$ cat src/rtl/mux_scan_ctrl.sv
// -----------------------------------------------------------------------------
// mux_scan_ctrl
//
// Purpose:
//   Steps the select of an external 4:1 mux through channels 0..3. Each channel
//   is held for DWELL cycles; the mux output is captured on the last cycle of
//   the dwell, which leaves DWELL-1 settle cycles after every select change.
//   The four captured bits form a word offered with a valid/ready handshake.
//   With cont high at the handshake the next scan begins immediately.
//
// Parameters:
//   DWELL       cycles spent on each select value (legal range 1..255)
//
// Ports:
//   clk         rising-edge clock
//   rst_n       asynchronous active-low reset
//   start       request one scan (only looked at in IDLE)
//   cont        continuous mode (only looked at on the handshake that ends DONE)
//   mux_out     output of the downstream 4:1 mux
//   sel         select driven to the 4:1 mux
//   word        assembled sample, bit i = mux_out captured while sel == i
//   word_valid  word is complete and stable
//   word_ready  consumer accepts word when high together with word_valid
//   busy        high in any state other than IDLE
//   scan_cnt    number of accepted words, modulo 256
// -----------------------------------------------------------------------------
module mux_scan_ctrl #(
  parameter int unsigned DWELL = 4
) (
  input  logic       clk,
  input  logic       rst_n,
  input  logic       start,
  input  logic       cont,
  input  logic       mux_out,
  output logic [1:0] sel,
  output logic [3:0] word,
  output logic       word_valid,
  input  logic       word_ready,
  output logic       busy,
  output logic [7:0] scan_cnt
);

  typedef enum logic [1:0] {
    IDLE = 2'd0,
    SCAN = 2'd1,
    DONE = 2'd2
  } state_e;

  // Dwell counter reload value; the counter runs DWELL-1 down to 0, and the
  // capture happens in the cycle where it reads 0.
  localparam logic [7:0] RELOAD = 8'(DWELL - 1);

  state_e     state_q;
  logic [1:0] sel_q;
  logic [7:0] dwell_q;
  logic [3:0] word_q;
  logic       valid_q;
  logic       busy_q;
  logic [7:0] cnt_q;

  // Scan FSM: state, select, dwell counter, captured word and all outputs.
  always_ff @(posedge clk or negedge rst_n) begin
    if (!rst_n) begin
      state_q <= IDLE;
      sel_q   <= 2'd0;
      dwell_q <= 8'd0;
      word_q  <= 4'd0;
      valid_q <= 1'b0;
      busy_q  <= 1'b0;
      cnt_q   <= 8'd0;
    end else begin
      case (state_q)
        IDLE: begin
          sel_q   <= 2'd0;
          valid_q <= 1'b0;
          if (start) begin
            state_q <= SCAN;
            dwell_q <= RELOAD;
            busy_q  <= 1'b1;
          end else begin
            busy_q  <= 1'b0;
          end
        end

        SCAN: begin
          if (dwell_q != 8'd0) begin
            dwell_q <= dwell_q - 8'd1;
          end else begin
            // Last cycle of this channel's dwell: the mux has settled.
            // Bits of channels not yet reached keep their previous values.
            word_q[sel_q] <= mux_out;
            if (sel_q != 2'd3) begin
              sel_q   <= sel_q + 2'd1;
              dwell_q <= RELOAD;
            end else begin
              state_q <= DONE;
              valid_q <= 1'b1;
            end
          end
        end

        DONE: begin
          // word and sel stay frozen until the consumer takes the word.
          if (word_ready) begin
            valid_q <= 1'b0;
            cnt_q   <= cnt_q + 8'd1;
            sel_q   <= 2'd0;
            if (cont) begin
              // Restart directly, without passing through IDLE.
              state_q <= SCAN;
              dwell_q <= RELOAD;
            end else begin
              state_q <= IDLE;
              busy_q  <= 1'b0;
            end
          end else begin
            valid_q <= 1'b1;
          end
        end

        default: begin
          state_q <= IDLE;
          sel_q   <= 2'd0;
          dwell_q <= 8'd0;
          valid_q <= 1'b0;
          busy_q  <= 1'b0;
        end
      endcase
    end
  end

  assign sel        = sel_q;
  assign word       = word_q;
  assign word_valid = valid_q;
  assign busy       = busy_q;
  assign scan_cnt   = cnt_q;

endmodule
$ cat config.mk
export PLATFORM = sky130hd
export DESIGN_NAME = mux_scan_ctrl
export DESIGN_NICKNAME = d
export VERILOG_FILES = /design/src/rtl/mux_scan_ctrl.sv
export SDC_FILE = /design/constraint.sdc
export NUM_CORES = 1
export LEC_CHECK = 0
export ABC_AREA = 1
export ABC_CLOCK_PERIOD_IN_PS = 1670
export CAP_MARGIN = 30
export CORE_MARGIN = 2
export CORE_UTILIZATION = 48
export CTS_CLUSTER_DIAMETER = 60
export DETAILED_ROUTE_END_ITERATION = 16
export MAX_ROUTING_LAYER = met4
export PLACE_DENSITY = 0.85
export SETUP_SLACK_MARGIN = 0.05
export SYNTH_ARGS = -nofsm -noshare
export SYNTH_HDL_FRONTEND = slang
export SYNTH_SLANG_ARGS = --single-unit
$ cat constraint.sdc
create_clock -name clk -period 1.67 [get_ports clk]
set_clock_uncertainty 0.15 [all_clocks]
set_input_delay 0.334 -clock clk [delete_from_list [all_inputs] [get_ports clk]]
set_output_delay 0.334 -clock clk [all_outputs]
set_load 0.01 [all_outputs]
Word-level counts from Yosys, hierarchy flattened
Index checks and enable logic that the tools add are counted.
{"block": "classes", "n_reduce_logical": 10, "eq_ne": 11, "n_mul": 0, "addsub": 3, "mux": 27, "bitwise": 2, "n_lt_le_gt_ge": 2, "shift": 0, "div": 0}
{"operator": "two-way mux 8 bit", "n": 5}
{"operator": "case mux 8 bit (3 select lines)", "n": 1}
{"operator": "inequality test 2 bit (second input constant)", "n": 8}
{"operator": "two-way mux 2 bit", "n": 7}
{"operator": "adder 8 x 1 -> 8 bit (second input constant)", "n": 1}
{"operator": "two-way mux 1 bit", "n": 8}
{"operator": "AND reduction 4 bit", "n": 2}
{"operator": "nonzero test 8 bit", "n": 1}
{"operator": "subtractor 8 x 1 -> 8 bit (second input constant)", "n": 1}
{"operator": "case mux 2 bit (3 select lines)", "n": 1}
{"operator": "AND reduction 2 bit", "n": 3}
{"operator": "AND reduction 3 bit", "n": 2}
{"operator": "bitwise mux 4 bit", "n": 1}
{"operator": "case mux 2 bit (2 select lines)", "n": 1}
{"operator": "< comparator 2 x 3 -> 1 bit (second input constant)", "n": 1}
{"operator": "inequality test 3 bit (second input constant)", "n": 1}
{"operator": "case mux 1 bit (3 select lines)", "n": 1}
{"operator": "adder 2 x 1 -> 2 bit (second input constant)", "n": 1}
{"operator": "demux 1 bit (select 2 bit)", "n": 1}
{"operator": "equality test 2 x 1 -> 1 bit (second input constant)", "n": 1}
{"operator": "equality test 2 bit (second input constant)", "n": 1}
{"operator": ">= comparator 2 x 1 -> 1 bit (second input constant)", "n": 1}
{"operator": "zero test 2 bit", "n": 1}
{"operator": "inverter 1 bit", "n": 2}
{"operator": "2 further kinds", "n": 2}
{"block": "totals", "n_memories": 0, "mem_bits_rw": 0, "regBits": 26, "latchBits": 0, "romBits": 0, "wordCells": 62}

Depth between registers and ports, before layout
{"block": "depth", "depth_word": 5, "depth_mapped": 9, "ltp_nobuf": 9}

Worst setup path before layout
No wires, ideal clock.
{"block": "synth_timing", "path_kind": "register -> register", "from": "reg state_q[0]", "to": "reg dwell_q[1]", "path_slack_ps": 83, "arrival_ps": 1313, "synth_period_minus_slack_ps": 1587, "stages_incl_launch_ff": 10, "path_cell_list": "dfrtp_1 > inv_1 > ha_1 > nand2_2 > o21ai_0 > nor2_1 > nand2_2 > buf_6 > nand2_1 > o21ai_2"}
{"block": "synth_between", "elab_chain_cells": 3, "word_cells_on_any_way": 9, "cone_classes": "eq/ne: 6; mux: 1; reduce/logical: 2"}
{"item": "start, declared", "line_no": "53", "text": "state_e state_q;"}
{"item": "start signal, assigned", "line_no": "64", "text": "state_q <= IDLE;"}
{"item": "start signal, assigned", "line_no": "77", "text": "state_q <= SCAN;"}
{"item": "start signal, assigned", "line_no": "96", "text": "state_q <= DONE;"}
{"item": "equality test 2 x 1 -> 1 bit, or another cell as far along", "line_no": "72", "text": "case (state_q)"}
{"item": "inequality test 3 bit (no line) / inequality test 2 bit (equally long branches)"}
{"item": "AND reduction 4 bit (no line)"}
{"item": "end signal, assigned", "line_no": "87", "text": "dwell_q <= dwell_q - 8'd1;"}
{"item": "end, declared", "line_no": "55", "text": "logic [7:0] dwell_q;"}
Several ways; a longest one is shown, not always the timed one.
A chain may end at the register's enable or synchronous reset.

Worst setup path after layout
{"block": "layout_timing", "from": "reg state_q[1]", "to": "reg word_q[3], in the netlist word[3]"}
{"block": "layout_between", "elab_chain_cells": 2}
{"item": "equality test 2 x 1 -> 1 bit", "line_no": "72"}
{"item": "AND reduction 2 bit (no line)"}
{"item": "end signal, assigned by index", "line_no": "91", "text": "word_q[sel_q] <= mux_out;"}
{"item": "end, declared", "line_no": "56", "text": "logic [3:0] word_q;"}
Every way passes these cells.

==> out/metrics.cfg <==
[run_status]
outcome=complete, no violations

[floorplanning]
ios=22
initial_core_util=0.500
row_count=20
fp.dieW_um=60.2
coreArea_um2=3030
die-area_um2=3620
fp.dieH_um=60.2

[critical_path]
cp-start-kind=register
cp_max_fo=4
setup.worst_path.end_class=register
worstSetupPathType=register to register
cp.arrival_ns=1.70
crit_required_ns=1.75

[synth]
synth_top_area_frac=0.430
synthesis.area_um2=1510
ys_seq_elements=26
synth_most_common_cell=nand2_1
yosys-top-cells-area=dfrtp_1 (43%), nand2_1 (16%), ha_1 (9.1%)
ys_seq_area_frac=0.430
syn_avg_cell_area_um2=7.89
synthFlopType=dfrtp_1
async_reset_ff_frac=1.00
yosysWarningCount=0
synth.distinct_cells=19
yosysTopAreaCell=dfrtp_1
synth_enable_flop_cells=0
syn-instance-count=192
yosys-top-cells-count=nand2_1 (63), dfrtp_1 (26), inv_1 (25), nor2_1 (15), nand3_1 (12)
synth.net_count=209

[drt]
final_antenna_net_count=0
drt-pass1-iter-count=4
vias_per_cell=4.91
wl_mm=3.97
drcViolationCount=0
drtIter0Drc=35
wl_per_cell_um=13.3
via_count=1467

[placement]
numPlacedInstances=276
place_congestion=0.832
io_buffers=21
hpwlAfterDp_mm=2.23

[cells_and_area]
seqCellArea_um2=651
diodes=0
syn2layout_area_growth_pct=46.8
nets=273
drive_gt1_frac=0.314
multi_input_area_um2=886
stdcell_count=299
fillCellCount=205

[cts]
cts_max_level=1
clk_latency_ns=0.32
clkSinkCount=26
cts-root-buf=clkbuf_4
cts_buffer_depth=2
cts_buffers=3
cts_tree=yes
clkTransAtPathRegs_ns=0.15

[global_route]
antenna_found_initial=0
grt_pass1_wl_mm=5.66
grt_use_total=0.215
grt-ovfl-total=0
grt_pass1_vias=1336
grt_max_degree=27

[hold_path]
hold_path_class=input port to asynchronous set/reset pin

[sta]
period_needed_ns=1.63
rsz0062_at_grt=yes
worstMarginPinSlew_ns=0.329
setup_viol=0
fmax_ghz=0.614
final_hold_viol_count=0
maxSlewViolCount=0
timing.final.crit_share=0.975
relSlewSlack=0.781
fin_tns_setup_ns=0

[run]
cap_violations=0

[power_and_ir_drop]
swShare=0.435
p_seq_frac=0.295
leakage_uw=0.00122
vdd_drop_max_mv=0.874
p_int_uw=1760
p_per_area_nw_per_um2=1400
p_clk_frac=0.105
p_switching_uw=1360
p_comb_frac=0.601

-- critical path: stages (launching register included) --
cell	delay [ns]
dfrtp_1	0.46
inv_2	0.12
ha_4	0.17
nand2_2	0.08
inv_2	0.09
nand2_4	0.07
buf_4	0.13
buf_4	0.13
nand2_1	0.06
o21ai_1	0.07
-- placed cells by master, fill, tap and decap left out, types with 4 or more instances in the layout --
cell / n
inv_1: 20
o21ai_1: 5
clkdlybuf4s50_1: 5
buf_4: 36
xor2_1: 7
nand2_1: 58
dlygate4sd2_1: 16
nor2_1: 7
nand2_2: 7
ha_1: 8
nor2_2: 9
xnor2_1: 4
nand2_4: 5
nand3_1: 11
inv_2: 4
dfrtp_1: 26
-- power groups by stage --
stage                     combinational, µW  sequential [µW]  clock, µW
after floorplan                         873              966          0
after global placement                 1410              940          0
after detailed placement               1450              940          0
after CTS                              1530              912        327
after global routing                   2040              937        356
final                                  1880              920        327
-- cells by family after synthesis --
group	Yosys count	share of synthesized area
simple gates	104	0.296
buf+inv	27	0.0719
flops	26	0.430
compound gates	13	0.0479
xor+xnor	11	0.0636
fa+ha+maj	11	0.0909
-- registers in the layout (all words and copies together) (netlist names) --
signal / count
busy: 1
dwell_q: 8
scan_cnt: 8
sel: 2
state_q: 2
word: 4
word_valid: 1
-- repair_timing --
| item | 4_1_cts | 5_1_grt |
|---|---|---|
| hold buffers | 0 | 0 |
| pin swaps | 4 | 11 |
| setup buffers | 12 | 7 |
| endpoints found under the setup margin | 31 | 20 |
| resized for setup | 27 | 32 |
| gates cloned | 1 | 0 |
-- final timing paths --
path                                        startpoint                       to  slack (ns)  cells after the start
max in group asynchronous                        rst_n  scan_cnt[2]$_DFFE_PN0P_        0.91                      2
worst min register to register     word[1]$_DFFE_PN0P_      word[1]$_DFFE_PN0P_        0.35                      2
worst max-delay path            state_q[1]$_DFFE_PN0P_      word[3]$_DFFE_PN0P_        0.04                      9
worst min-delay path                             rst_n   dwell_q[1]$_DFFE_PN0P_        0.21                      2
worst max register to register  state_q[1]$_DFFE_PN0P_      word[3]$_DFFE_PN0P_        0.04                      9
min in group clk                   word[1]$_DFFE_PN0P_      word[1]$_DFFE_PN0P_        0.35                      2
-- routing by layer --
layer	up-vias	wire (µm)	global-route usage
li1	718	-	-
met1	693	1560	0.240
met2	45	2150	0.387
met3	11	151	0.0455
met4	0	104	0.0540
met5	-	0	-
-- metrics by stage --
step,hold slack [ns],power [µW],setup WS (ns),instance area [µm²],utilization
floorplan,-0.112,1840,0.0830,1510,-
detailed placement,0.324,2390,-0.232,1920,0.633
global route,0.224,3330,-0.0339,2220,0.734
CTS,0.224,2770,0.0485,2060,0.681
finish,0.208,3120,0.0414,2220,0.734
global placement,0.317,2350,-0.184,1920,0.633
-- area by class of cell --
type | count | share of cell area
clock buffer | 4 | 0.0163
timing repair buffer | 59 | 0.221
multi-input combinational | 140 | 0.399
tap | 44 | 0.0248
sequential | 26 | 0.293
inverter | 26 | 0.0462
(Power assumes the default switching activity.)
